$ cat src/rtl/pdm_sampler_if.sv
// Sample stream from pdm_sampler to the decimator: one PDM bit per valid cycle,
// tagged with its channel index.
interface pdm_sampler_if;
    logic       data;
    logic       data_valid;
    logic [1:0] ch;

    modport master (output data, data_valid, ch);
    modport slave  (input  data, data_valid, ch);
endinterface

$ cat src/rtl/pdm_sampler.sv
// Generates the PDM microphone clock, samples two stereo data lines on both
// clock phases and streams up to four channel bits per frame.
// Define PDM_SAMPLER_SYNC_EN for a 2-flop input synchronizer (default: 1 flop).
module pdm_sampler #(
    parameter int DIV_W = 8
) (
    input  logic             clk_i,
    input  logic             rstn_i,
    input  logic             cfg_en_i,
    input  logic [DIV_W-1:0] cfg_clkdiv_i,
    input  logic [1:0]       cfg_ch_num_i,
    input  logic [1:0]       pdm_data_i,
    output logic             pdm_clk_o,
    pdm_sampler_if.master    stream,
    output logic             overrun_o
);

    typedef enum logic {
        IDLE,
        EMIT
    } state_t;

    state_t           state, state_nxt;
    logic [DIV_W-1:0] cnt;
    logic             pdm_clk;
    logic [1:0]       sync1;
    logic [1:0]       s_data;
    logic [1:0]       low_smp;
    logic             have_low;
    logic [3:0]       emit_buf;
    logic [3:0]       frame;
    logic [1:0]       idx;
    logic [1:0]       ch_last;
    logic             overrun;
    logic             tick;
    logic             frame_done;
    logic             load;
    logic             adv;
    logic             ovr_set;
    logic             valid;

`ifdef PDM_SAMPLER_SYNC_EN
    logic [1:0] sync2;

    always_ff @(posedge clk_i or negedge rstn_i) begin
        if (!rstn_i) begin
            sync1 <= '0;
            sync2 <= '0;
        end else begin
            sync1 <= pdm_data_i;
            sync2 <= sync1;
        end
    end

    assign s_data = sync2;
`else
    always_ff @(posedge clk_i or negedge rstn_i) begin
        if (!rstn_i) begin
            sync1 <= '0;
        end else begin
            sync1 <= pdm_data_i;
        end
    end

    assign s_data = sync1;
`endif

    assign tick = cfg_en_i && (cnt == cfg_clkdiv_i);
    // A frame needs a preceding high->low sample; the first high phase after enable has none.
    assign frame_done = tick && !pdm_clk && have_low;
    assign frame      = {s_data[1], low_smp[1], s_data[0], low_smp[0]};

    always_ff @(posedge clk_i or negedge rstn_i) begin
        if (!rstn_i) begin
            cnt     <= '0;
            pdm_clk <= 1'b0;
        end else if (!cfg_en_i) begin
            cnt     <= '0;
            pdm_clk <= 1'b0;
        end else if (tick) begin
            cnt     <= '0;
            pdm_clk <= ~pdm_clk;
        end else begin
            cnt <= cnt + DIV_W'(1);
        end
    end

    always_ff @(posedge clk_i or negedge rstn_i) begin
        if (!rstn_i) begin
            low_smp  <= '0;
            have_low <= 1'b0;
        end else if (!cfg_en_i) begin
            low_smp  <= '0;
            have_low <= 1'b0;
        end else if (tick && pdm_clk) begin
            low_smp  <= s_data;
            have_low <= 1'b1;
        end
    end

    always_ff @(posedge clk_i or negedge rstn_i) begin
        if (!rstn_i) begin
            state <= IDLE;
        end else begin
            state <= state_nxt;
        end
    end

    // A new frame arriving on the last emission cycle is not an overrun.
    always_comb begin
        state_nxt = state;
        load      = 1'b0;
        adv       = 1'b0;
        ovr_set   = 1'b0;
        valid     = 1'b0;
        case (state)
            IDLE: begin
                if (frame_done) begin
                    load      = 1'b1;
                    state_nxt = EMIT;
                end
            end
            EMIT: begin
                valid = 1'b1;
                if (frame_done) begin
                    load    = 1'b1;
                    ovr_set = (idx != ch_last);
                end else if (idx == ch_last) begin
                    state_nxt = IDLE;
                end else begin
                    adv = 1'b1;
                end
            end
            default: state_nxt = IDLE;
        endcase
        if (!cfg_en_i) begin
            state_nxt = IDLE;
            load      = 1'b0;
            adv       = 1'b0;
            ovr_set   = 1'b0;
        end
    end

    always_ff @(posedge clk_i or negedge rstn_i) begin
        if (!rstn_i) begin
            emit_buf <= '0;
            idx      <= '0;
            ch_last  <= '0;
        end else if (load) begin
            emit_buf <= frame;
            idx      <= '0;
            ch_last  <= cfg_ch_num_i;
        end else if (adv) begin
            idx <= idx + 2'd1;
        end
    end

    always_ff @(posedge clk_i or negedge rstn_i) begin
        if (!rstn_i) begin
            overrun <= 1'b0;
        end else if (!cfg_en_i) begin
            overrun <= 1'b0;
        end else if (ovr_set) begin
            overrun <= 1'b1;
        end
    end

    always_comb begin
        stream.data_valid = valid;
        stream.data       = valid ? emit_buf[idx] : 1'b0;
        stream.ch         = valid ? idx : 2'd0;
    end

    assign pdm_clk_o = pdm_clk;
    assign overrun_o = overrun;

endmodule
$ cat src/flat_wrapper.sv
// flat-port wrapper written by rule: the top's interface ports become plain ports
module pdm_sampler_flat 
#(
    parameter int DIV_W = 8
)
  (clk_i, rstn_i, cfg_en_i, cfg_clkdiv_i, cfg_ch_num_i, pdm_data_i, pdm_clk_o, overrun_o, stream_data, stream_data_valid, stream_ch);
  pdm_sampler_if stream_i ();
  input  logic clk_i;
  input  logic rstn_i;
  input  logic cfg_en_i;
  input  logic [DIV_W-1:0] cfg_clkdiv_i;
  input  logic [1:0] cfg_ch_num_i;
  input  logic [1:0] pdm_data_i;
  output logic pdm_clk_o;
  output logic overrun_o;
  output wire logic [$bits(stream_i.data)-1:0] stream_data;
  output wire logic [$bits(stream_i.data_valid)-1:0] stream_data_valid;
  output wire logic [$bits(stream_i.ch)-1:0] stream_ch;
  assign stream_data = stream_i.data;
  assign stream_data_valid = stream_i.data_valid;
  assign stream_ch = stream_i.ch;
  pdm_sampler #(.DIV_W(DIV_W)) u_core (.clk_i(clk_i), .rstn_i(rstn_i), .cfg_en_i(cfg_en_i), .cfg_clkdiv_i(cfg_clkdiv_i), .cfg_ch_num_i(cfg_ch_num_i), .pdm_data_i(pdm_data_i), .pdm_clk_o(pdm_clk_o), .stream(stream_i), .overrun_o(overrun_o));
endmodule
$ cat config.mk
export PLATFORM = sky130hd
export DESIGN_NAME = pdm_sampler_flat
export DESIGN_NICKNAME = d
export VERILOG_FILES = /design/src/rtl/pdm_sampler_if.sv /design/src/rtl/pdm_sampler.sv /design/src/flat_wrapper.sv
export SDC_FILE = /design/constraint.sdc
export NUM_CORES = 1
export LEC_CHECK = 0
export ABC_AREA = 1
export CORE_MARGIN = 3
export CORE_UTILIZATION = 30
export DETAILED_ROUTE_END_ITERATION = 12
export GPL_TIMING_DRIVEN = 0
export REMOVE_ABC_BUFFERS = 1
export SLEW_MARGIN = 20
export SYNTH_ARGS = -nofsm -noshare
export SYNTH_HDL_FRONTEND = slang
export SYNTH_SLANG_ARGS = --single-unit
$ cat constraint.sdc
create_clock -name clk_i -period 1.4 [get_ports clk_i]
set_input_delay 0.28 -clock clk_i [delete_from_list [all_inputs] [get_ports clk_i]]
set_output_delay 0.28 -clock clk_i [all_outputs]
set_load 0.1 [all_outputs]
==> flow_summary.toml <==
[cells_and_area]
area_delta_synth_final_pct = 41.9
post-route-util_pct = 46.0
layoutNonFillerInstCount = 277
drive_above_1_share_pct = 34.4
n_antenna_cell = 0
nets = 244
fillers = 397

[critical_path]
startpoint_type = "flip-flop"
timing.rr.start = "u_core.cnt[4]"
cp.required_ps = 1120
r2r-end = "u_core.emit_buf[1]"
arrival_ps = 1330
crit_type = "reg2out"
crit_path_end_kind = "primary output"
rr_worst_depth = 7
cp_max_fo = 5
rrSetupSlack_ps = -10

[sta]
worstMarginPinSlew_ps = 530
setup_viol_count_final = 6
period_needed_ps = 1610
fin_ws_ps = -213
skew_ps = 1.15
max_freq_mhz = 620
drv_slew = 0
rsz0062_at_grt = "yes"
max_slew_margin_pct = 64.7
fin_crit_sh_pct = 115
hold_violations = 24
whs_ps = -15.5

[floorplanning]
die_area_um2 = 5350
io_pins = 21
start_util_pct = 32.4
die_y_um = 73.1
rows = 23
dieWidth_um = 73.1
core_area_um2 = 4170

[routing]
drtAntennaViolNets = 0
wl_per_cell_um = 11.2
wirelength_um = 3100
num_vias = 1249
firstDrtPassIters = 4
avgViaCountPerCell = 4.51
drtIter0Drc = 61
drc = 0

[placement]
io_buffers = 20
dpl_worst_slack_ps = -930
hpwlAfterDp_um = 1940
dp_cells = 252
gp_congestion = 0.769

[power]
vdd_ir_drop_max_mv = 0.325
power_leakage_nw = 1.04
power_density_nw_per_um2 = 703
power_mw = 1.35

[global_routing]
first_global_vias = 1233
grt_max_degree = 25
antenna_found_initial = 0
grt.overflow.total = 0
grtUsageTotal_pct = 12.5
grt_pass1_wl_um = 5290

[cts]
ctsRootBufferMaster = "clkbuf_8"
clockBufferDepth = 2
cts.reportedPaths.clkPinSlew_ps = 80
clock_sinks = 24
numCtsBuffers = 3
postCtsHoldBufs = 0
htreeDepth = 1
tritoncts = "done"
insertion_delay_ps = 260

[status]
violations = "negative hold slack, negative setup slack"
status = "finished with violations"

[flow_run]
maxCapViolCount = 0

[logic_synthesis]
synthesis.instances = 185
synth_area_um2 = 1350
yosysUniqueCellTypes = 22
avgSynthCellArea_um2 = 7.31
yosysSeqAreaShare_pct = 44.4
yosys_warnings = 0
synth_seq_cells = 24

[worst_hold_path]
hp-class = "in2async"
## per-layer routing
layer | wire length [µm] | vias to the layer above | track usage, %
li1 | - | 651 | -
met1 | 1400 | 582 | 16.5
met2 | 1610 | 16 | 21.5
met3 | 90 | 0 | 1.79
met4 | 0 | 0 | 2.46
met5 | 0 | - | 0
## kinds of logic after synthesis
| kind of cell | synth area share (%) |
|---|---|
| buffers and inverters | 11.6 |
| and+or+nand+nor | 37.8 |
| xor gates and xnor gates | 3.24 |
| DFF | 44.4 |
| adders and majority gates | 0.925 |
| AOI/OAI and AO/OA | 2.03 |
## final cells by class
cell class / instances / area [µm²] / share of cell area [%]
Timing Repair Buffer: 40 / 352 / 18.3
Sequential cell: 24 / 604 / 31.5
Clock buffer: 4 / 55.1 / 2.87
Inverter: 36 / 135 / 7.04
Tap cell: 50 / 62.6 / 3.26
Multi-Input combinational cell: 123 / 711 / 37.0
## metrics by stage
step                      TNS, ps  area, µm²
after detailed placement   -16170       1590
after global routing        -1360       1920
final                        -235       1920
after CTS                    -667       1840
after global placement     -16610       1590
after floorplan             -5030       1330
## state kept, by name, indices dropped and copies added, names as in the netlist
register and cells:
u_core.emit_buf 4, u_core.overrun_o 1, u_core.cnt 8, u_core.ch_last 2, u_core.state 1, u_core.s_data 2
u_core.pdm_clk_o 1, u_core.have_low 1, u_core.idx 2, u_core.low_smp 2
## power breakdown
group	total, mW	switching [mW]	internal [mW]
registers	0.713	0.00967	0.703
logic	0.166	0.0940	0.0724
clock network	0.471	0.220	0.251
total	1.35	0.324	1.03
## cells in the mapped netlist
| cell | count | share of area (%) |
|---|---|---|
| ha_1 | 1 | 0.92 |
| inv_1 | 26 | 7.2 |
| o21ai_0 | 3 | 1.1 |
| nand4_1 | 9 | 4.2 |
| buf_6 | 1 | 0.83 |
| a21boi_0 | 1 | 0.56 |
| a21oi_1 | 1 | 0.37 |
| nor2_1 | 14 | 3.9 |
| xnor2_1 | 4 | 2.6 |
| buf_2 | 2 | 0.74 |
| inv_2 | 8 | 2.2 |
| dfrtp_1 | 24 | 44 |
| nand4_2 | 2 | 1.8 |
| clkinv_1 | 2 | 0.56 |
| nand2_2 | 2 | 0.92 |
| xor2_1 | 1 | 0.65 |
| nor2_2 | 1 | 0.46 |
| nand3_1 | 5 | 1.8 |
| nand3_4 | 1 | 1.3 |
| nand2_1 | 70 | 19 |
| nor3_1 | 4 | 1.5 |
| nor2_4 | 3 | 2.5 |
## worst max path at each step
stage	slack (ps)	to	depth (start not counted)	startpoint
after global routing	-350	stream_data	5	u_core.idx[0]
after detailed placement	-930	stream_data	5	u_core.idx[0]
after global placement	-930	stream_data	5	u_core.idx[0]
after floorplan	-2110	stream_data	1	u_core.state
final	-210	stream_data	5	u_core.idx[0]
after CTS	-240	stream_data	5	u_core.idx[1]
## worst max-delay path, cell delays in order, from the launching register on
cell and delay [ps]:
dfrtp_2 410, nor2_1 60, nor2_1 90, o21ai_1 70, a21boi_1 180, buf_6 250
## what timing repair did
item / CTS / global route
endpoints found under the setup margin: 21 / 20
pin swaps: 7 / 17
buffers inserted: 13 / 8
cloned: 2 / 0
endpoints found under the hold margin: 0 / 0
resized for setup: 66 / 25
## layout by cell type (no fill, tap or decap), drive strengths merged
| cell type | count |
|---|---|
| nor3 | 4 |
| a21boi | 1 |
| nand3 | 7 |
| xnor2 | 4 |
| clkdlybuf4s50 | 4 |
| xor2 | 1 |
| o21ai | 3 |
| clkbuf | 4 |
| nand2 | 72 |
| dfrtp | 24 |
| buf | 27 |
| a21oi | 1 |
| nor2 | 18 |
| dlygate4sd2 | 9 |
| ha | 1 |
| nand4 | 11 |
| clkinv | 2 |
| inv | 34 |
Power figures use the tool's default switching activity.
